==> config.mk <==
export PLATFORM = sky130hd
export DESIGN_NAME = piece_bag
export DESIGN_NICKNAME = d
export VERILOG_FILES = /design/src/rtl/piece_bag_pkg.sv /design/src/rtl/piece_bag_lfsr.sv /design/src/rtl/piece_bag.sv
export SDC_FILE = /design/constraint.sdc
export NUM_CORES = 1
export LEC_CHECK = 0
export ABC_AREA = 1
export BUFFER_PORTS_ARGS = -buffer_cell sky130_fd_sc_hd__buf_2
export CAP_MARGIN = 15
export CORE_ASPECT_RATIO = 1.2
export CORE_MARGIN = 4
export CORE_UTILIZATION = 62
export CTS_BUF_LIST = sky130_fd_sc_hd__clkbuf_16
export DETAILED_ROUTE_END_ITERATION = 7
export PLACE_DENSITY = 0.79
export REMOVE_ABC_BUFFERS = 1
export SLEW_MARGIN = 10
export SYNTH_ARGS = -nofsm -noshare
export SYNTH_HDL_FRONTEND = slang
export SYNTH_SLANG_ARGS = --single-unit
==> constraint.sdc <==
create_clock -name VGA_CLK -period 5.55 [get_ports VGA_CLK]
set_input_delay 0.555 -clock VGA_CLK [delete_from_list [all_inputs] [get_ports VGA_CLK]]
set_output_delay 0.555 -clock VGA_CLK [all_outputs]
set_load 0.05 [all_outputs]
==> src/rtl/piece_bag_pkg.sv <==
// Shared definitions for the piece bag: shape encoding, bag size, LFSR constants
// and small mask helpers.
package piece_bag_pkg;

   typedef enum logic [2:0] {
      SHAPE_O = 3'd0,
      SHAPE_I = 3'd1,
      SHAPE_S = 3'd2,
      SHAPE_Z = 3'd3,
      SHAPE_L = 3'd4,
      SHAPE_J = 3'd5,
      SHAPE_T = 3'd6
   } shape_e;

   localparam int          NUM_SHAPES   = 7;
   localparam logic [15:0] LFSR_TAPS    = 16'hB400;
   localparam logic [15:0] DEFAULT_SEED = 16'hACE1;
   localparam logic [6:0]  FULL_BAG     = 7'h7F;

   function automatic logic [2:0] popCount7(input logic [6:0] mask);
      logic [2:0] count;
      count = 3'd0;
      for (int i = 0; i < NUM_SHAPES; i++) begin
         count = count + {2'b00, mask[i]};
      end
      return count;
   endfunction

   // Scanning downward leaves the lowest set index as the final winner.
   function automatic logic [2:0] lowestSet(input logic [6:0] mask);
      logic [2:0] idx;
      idx = 3'd0;
      for (int i = NUM_SHAPES - 1; i >= 0; i--) begin
         if (mask[i]) begin
            idx = 3'(i);
         end
      end
      return idx;
   endfunction

endpackage

==> src/rtl/piece_bag_lfsr.sv <==
// 16-bit Galois LFSR with an entropy bit folded into bit 0 and recovery from
// the all-zero lock-up state.
module lfsr16
   import piece_bag_pkg::*;
#(
   parameter logic [15:0] SEED = DEFAULT_SEED
) (
   input  logic        i_clk,
   input  logic        i_reset,
   input  logic        i_mix,
   output logic [15:0] o_state
);

   logic [15:0] r_state;
   logic [15:0] w_next;

   always_comb begin
      w_next    = {1'b0, r_state[15:1]} ^ (r_state[0] ? LFSR_TAPS : 16'h0000);
      w_next[0] = w_next[0] ^ i_mix;
   end

   always_ff @(posedge i_clk) begin
      if (i_reset) begin
         r_state <= SEED;
      end else if (w_next == 16'h0000) begin
         r_state <= SEED;
      end else begin
         r_state <= w_next;
      end
   end

   assign o_state = r_state;

endmodule

==> src/rtl/piece_bag.sv <==
// 7-bag random piece generator: draws shapes without replacement from an LFSR
// and presents a two-entry (current + preview) queue to the game logic.
module piece_bag
   import piece_bag_pkg::*;
#(
   parameter logic [15:0] SEED       = DEFAULT_SEED,
   parameter int          MAX_REJECT = 8
) (
   input  logic       VGA_CLK,
   input  logic       reset,
   input  logic       take,
   input  logic       mix,
   output logic       piece_valid,
   output logic [2:0] piece_id,
   output logic       next_valid,
   output logic [2:0] next_id,
   output logic [2:0] bag_count
);

   localparam int           RW        = $clog2(MAX_REJECT + 1);
   localparam logic [RW-1:0] REJ_LIMIT = RW'(MAX_REJECT);

   logic [15:0]   w_lfsr;
   logic [6:0]    r_mask;
   logic [RW-1:0] r_rejects;
   logic          r_curValid;
   logic          r_nxtValid;
   logic [2:0]    r_curId;
   logic [2:0]    r_nxtId;

   logic          w_take;
   logic          w_attempt;
   logic [2:0]    w_cand;
   logic [7:0]    w_maskExt;
   logic          w_forced;
   logic          w_candOk;
   logic          w_accept;
   logic [2:0]    w_drawId;
   logic [6:0]    w_maskCleared;
   logic [6:0]    w_maskNext;

   lfsr16 #(.SEED(SEED)) u_lfsr (
      .i_clk   (VGA_CLK),
      .i_reset (reset),
      .i_mix   (mix),
      .o_state (w_lfsr)
   );

   // A take frees a slot, so a draw may proceed even from a full queue.
   always_comb begin
      w_take        = take & r_curValid;
      w_attempt     = ~(r_curValid & r_nxtValid) | w_take;
      w_cand        = w_lfsr[2:0];
      w_maskExt     = {1'b0, r_mask};
      w_forced      = (r_rejects >= REJ_LIMIT);
      w_candOk      = (w_cand != 3'd7) & w_maskExt[w_cand];
      w_accept      = w_attempt & (w_forced | w_candOk);
      w_drawId      = w_forced ? lowestSet(r_mask) : w_cand;
      w_maskCleared = r_mask & ~(7'b0000001 << w_drawId);
      w_maskNext    = r_mask;
      if (w_accept) begin
         w_maskNext = (w_maskCleared == 7'd0) ? FULL_BAG : w_maskCleared;
      end
   end

   always_ff @(posedge VGA_CLK) begin
      if (reset) begin
         r_mask     <= FULL_BAG;
         r_rejects  <= '0;
         r_curValid <= 1'b0;
         r_nxtValid <= 1'b0;
         r_curId    <= 3'd0;
         r_nxtId    <= 3'd0;
      end else begin
         r_mask <= w_maskNext;
         if (w_attempt) begin
            r_rejects <= w_accept ? '0 : r_rejects + 1'b1;
         end
         // On a take the preview shifts forward and a new draw fills whichever slot opened.
         if (w_take) begin
            if (r_nxtValid) begin
               r_curId    <= r_nxtId;
               r_nxtValid <= w_accept;
               if (w_accept) begin
                  r_nxtId <= w_drawId;
               end
            end else begin
               r_curValid <= w_accept;
               if (w_accept) begin
                  r_curId <= w_drawId;
               end
            end
         end else if (w_accept) begin
            if (!r_curValid) begin
               r_curValid <= 1'b1;
               r_curId    <= w_drawId;
            end else begin
               r_nxtValid <= 1'b1;
               r_nxtId    <= w_drawId;
            end
         end
      end
   end

   assign piece_valid = r_curValid;
   assign piece_id    = r_curId;
   assign next_valid  = r_nxtValid;
   assign next_id     = r_nxtId;
   assign bag_count   = popCount7(r_mask);

endmodule

Yosys cells after proc, flatten, opt, wreduce, memory -nomap -nowiden. Cells that the tools add are included.

Bits in registers: 35. Latch bits: 0. Memory bits (writable): 0. ROM bits: 0. Input bits: 4. Output and inout port bits: 11. Word-level logic and storage cells: 71. Memories: 0.

Add/sub/neg operators: 7. $mul: 0. Divide/modulo/power cells: 0. Order comparisons: 2. Equal/unequal tests: 4. Shift operators: 1. Multiplexer cells: 29. Bitwise operators: 11. Reductions and logical operators: 10.

Operators by type and width (number): $mux 3 (17); $logic_not 16->1 (1); $mux 16 (1); $xor 15x16->16 (1); $add 3x1->3 (4); $mux 1 (8); $and 7x7->7 (1); $logic_not 7->1 (1); $mux 7 (1); $not 7->7 (1); $shl 1x3->7 const A (1); $reduce_and 3->1 (2); $reduce_bool 2->1 (3); $add 4x1->4 const B (1); $and 1x1->1 (4); $ge 4x4->1 const B (1); $lt 3x4->1 const B (1); $mux 4 (1); $ne 2x2->1 const B (2); $reduce_and 2->1 (2); $add 2x1->3 (1); $bmux 1 s3 (1); $ne 3x3->1 const B (1); $add 1x1->2 (1); 5 further kinds (6).

Longest topological paths before layout.
Word-level depth: 13. Gate-level depth with buffers: 15. Gate-level depth less buffers: 15.

By module. From an unflattened synthesis, not the netlist that was laid out.

Cells, all modules: 272. Area, all modules: 1971.9 um^2.

By module, submodules not included: piece_bag (times used 1, cells an instance 178, area each 1266.2 um^2, seq. area each 380.4 um^2); lfsr16 (times used 1, cells an instance 94, area each 705.7 um^2, seq. area each 320.3 um^2).

Worst setup path before layout. OpenSTA, ideal clock, no wires.

Kind: reg2out. From: reg r_mask[0]. To: out bag_count[1]. Data arrival time: 2.536 ns. Data required time: 4.995 ns. Setup slack: 2.459 ns. Cell stages (with the launch flop): 9. Path buffers: 0. Cell sequence: dfxtp_1 -> fa_1 -> inv_1 -> fa_1 -> inv_1 -> fa_1 -> inv_1 -> fa_1 -> inv_1.

Cells in the longest elaborated chain, start to end: 6.

RTL lines: from (decl) (RTL line piece_bag.sv:24) `logic [6:0] r_mask;`; from (signal assigned) (RTL line piece_bag.sv:75) `r_mask <= w_maskNext;`; $add 1x1->2 (RTL line piece_bag_pkg.sv:24) `count = count + {2'b00, mask[i]};`; $add 2x1->3 (RTL line piece_bag_pkg.sv:24); $add 3x1->3 (4 in series) (RTL line piece_bag_pkg.sv:24); to (decl) (RTL line piece_bag.sv:17) `output logic [2:0] bag_count`.

No other way between the ends.

Worst setup path in the final report. Same ends and word-level chain as after synthesis.

==> results.cfg <==
[placement]
dp_slack_ns = 2.42
dp_hpwl_mm = 2.55
gp_congestion = 0.825
io_buffers = 14
post-place-cells = 285

[global_route]
first_global_vias = 1371
grt_max_degree = 15
grt_antenna_before_repair = 0
grtUsageTotal = 0.203
grt-ovfl-total = 0
grt_pass1_wl_mm = 5.78

[run]
maxCapViolCount = 0

[clock_network]
cts_resized = 0
cts_buffers = 5
cts_tree = done
clockRootBuffer = clkbuf_16
cts_buffer_depth = 2
clk_latency_ns = 0.27
cts_hold_buf = 0
post-cts-setup-buffers = 0
h-tree-depth = 2
cts_num_sinks = 35
clk_pin_slew_ns = 0.05

[floorplan]
ios = 15
design.core.area_mm2 = 0.00260
initial_core_util = 0.664
die_area_mm2 = 0.00370
die_width_um = 56.2
dieHeight_um = 65.8
rows = 20

[timing]
skew_ns = 0.00382
fin_crit_sh = 0.615
setup_viol = 0
worstMarginPinSlew_ns = 0.485
maxClockFrequency_ghz = 0.293
tns_ns = 0
setup_ws_ns = 2.13
slew-limit-headroom = 0.676
final-hold-violation-count = 0
slew_viol_final = 0
period_needed_ns = 3.42
grt_setup_unrepaired = false

[cells_and_area]
instances_no_fill = 292
fin_nets = 269
antenna_cells = 0
final_common_cell = nand2_1
drive_gt1_frac = 0.147
final_core_util = 0.757
final_cell_mix = nand2_1, inv_1, dfxtp_1
syn2layout_area_growth_pct = 14.0

[setup_path]
worstPathArrival_ns = 2.86
worstPathCellList = fa_1 -> inv_1 -> fa_1 -> inv_1 -> fa_1 -> inv_1 -> fa_1 -> inv_1 -> buf_2
crit_buf_inv = 5
cp_slowest_cell = fa_1
critical_path.top_delay_family = adder cells
critPathRequiredTime_ns = 4.99
startpoint_type = register
ff2ff_setup_slack_ns = 3.38
cpPeakStageDelay_ns = 0.54
path_class = register to primary output
path_max_fanout = 5
r2r_cells = 9
timing.rr.start = u_lfsr.o_state[0]
reg2reg_to = next_id[1]
endpoint_kind = primary output

[pwr]
power.density_mw_per_mm2 = 438
vdd_drop_max_mv = 0.373
leakage_uw = 0.000998

[detailed_routing]
viasPerCell = 5.10
drt_wl_total_mm = 3.28
vias = 1490
ant_nets = 0
route.detailed.drc = 0
wl_per_cell_um = 11.2
first_pass_iters = 4
drt_iter0_markers = 56

[synth]
yosysTopAreaCell = dfxtp_1
synth_top_area_frac = 0.406
netlist_area_mm2 = 0.00173
synthArstFlopShare = 0
synth.avg_cell_area_um2 = 7.17
ys_types = 25
synth_edf_count = 0
synth_seq_cells = 35
yosys-top-cells-area = dfxtp_1, nand2_1, inv_1
ys_seq_area_frac = 0.406
synth_top_flop_cell = dfxtp_1
synthCells = 241
ys_warn_count = 0

[run_status]
outcome = complete, no violations

[min_path]
holdCritPathClass = register to register
min_from = u_lfsr.o_state[8]
holdPathEnd = u_lfsr.o_state[7]
hold_depth = 2
state kept, by name, indices dropped and copies added (netlist names):
register        flops
u_lfsr.o_state     16
r_mask              7
r_rejects           4
next_id             3
piece_id            3
next_valid          1
piece_valid         1
layer usage:
metal	vias up	track usage	part of all wire
li1	786	-	-
met1	664	0.240	0.45
met2	35	0.345	0.48
met3	5	0.0645	0.062
met4	0	0.0712	0.0082
met5	-	0	0
where the power goes:
part / total, uW / switching [uW] / internal [uW]
Clock: 300 / 92.7 / 207
Sequential: 305 / 24.9 / 280
Combinational: 258 / 192 / 66.2
synth_stat cells (3+ instances only):
master / count
nand2_1: 56
inv_1: 41
dfxtp_1: 35
nor2_1: 22
a21oi_1: 21
o21ai_0: 11
nand3_1: 9
nand2_2: 7
nand4_1: 7
nor2_2: 5
fa_1: 4
inv_2: 4
xnor2_1: 3
through the flow:
step | hold WS, ns | power, uW | instance area [um2]
2_1_floorplan | 0.400 | 521 | 1700
3_3_place_gp | 0.403 | 564 | 1810
3_5_place_dp | 0.412 | 569 | 1810
4_1_cts | 0.424 | 869 | 1970
5_1_grt | 0.456 | 911 | 1970
6_report | 0.424 | 863 | 1970
tightest hold or removal path, stage by stage, from the launching register on:
cell     delay (ns)
dfxtp_1        0.30
inv_1          0.04
nand2_1        0.05
cells by family (layout without fill, tap and decap cells):
family	after synthesis	in the layout	share of synthesized area
compound gates	36	36	0.114
xor+xnor	5	5	0.0253
fa+ha+maj	6	6	0.0608
buf+inv	49	67	0.117
flops	35	35	0.406
simple gates	110	110	0.278
layout make-up:
class | instances | area [um2]
multi-input cells | 157 | 826
well taps | 33 | 41.3
clock inverters | 2 | 33.8
inverters | 46 | 174
repair buffers | 14 | 70.1
fillers | 210 | 632
clock buffers | 5 | 125
flip-flops and latches | 35 | 701
how the worst max path moves through the flow:
stage	startpoint	end	slack (ns)	cells after the start
final	r_mask[0]	bag_count[1]	2.13	9
after global routing	r_mask[0]	bag_count[1]	2.00	9
after CTS	r_mask[0]	bag_count[1]	2.12	9
after detailed placement	r_mask[0]	bag_count[1]	2.42	9
after global placement	r_mask[0]	bag_count[1]	2.44	9
after floorplan	r_mask[0]	bag_count[1]	2.46	8
Power figures use the tool's default switching activity.
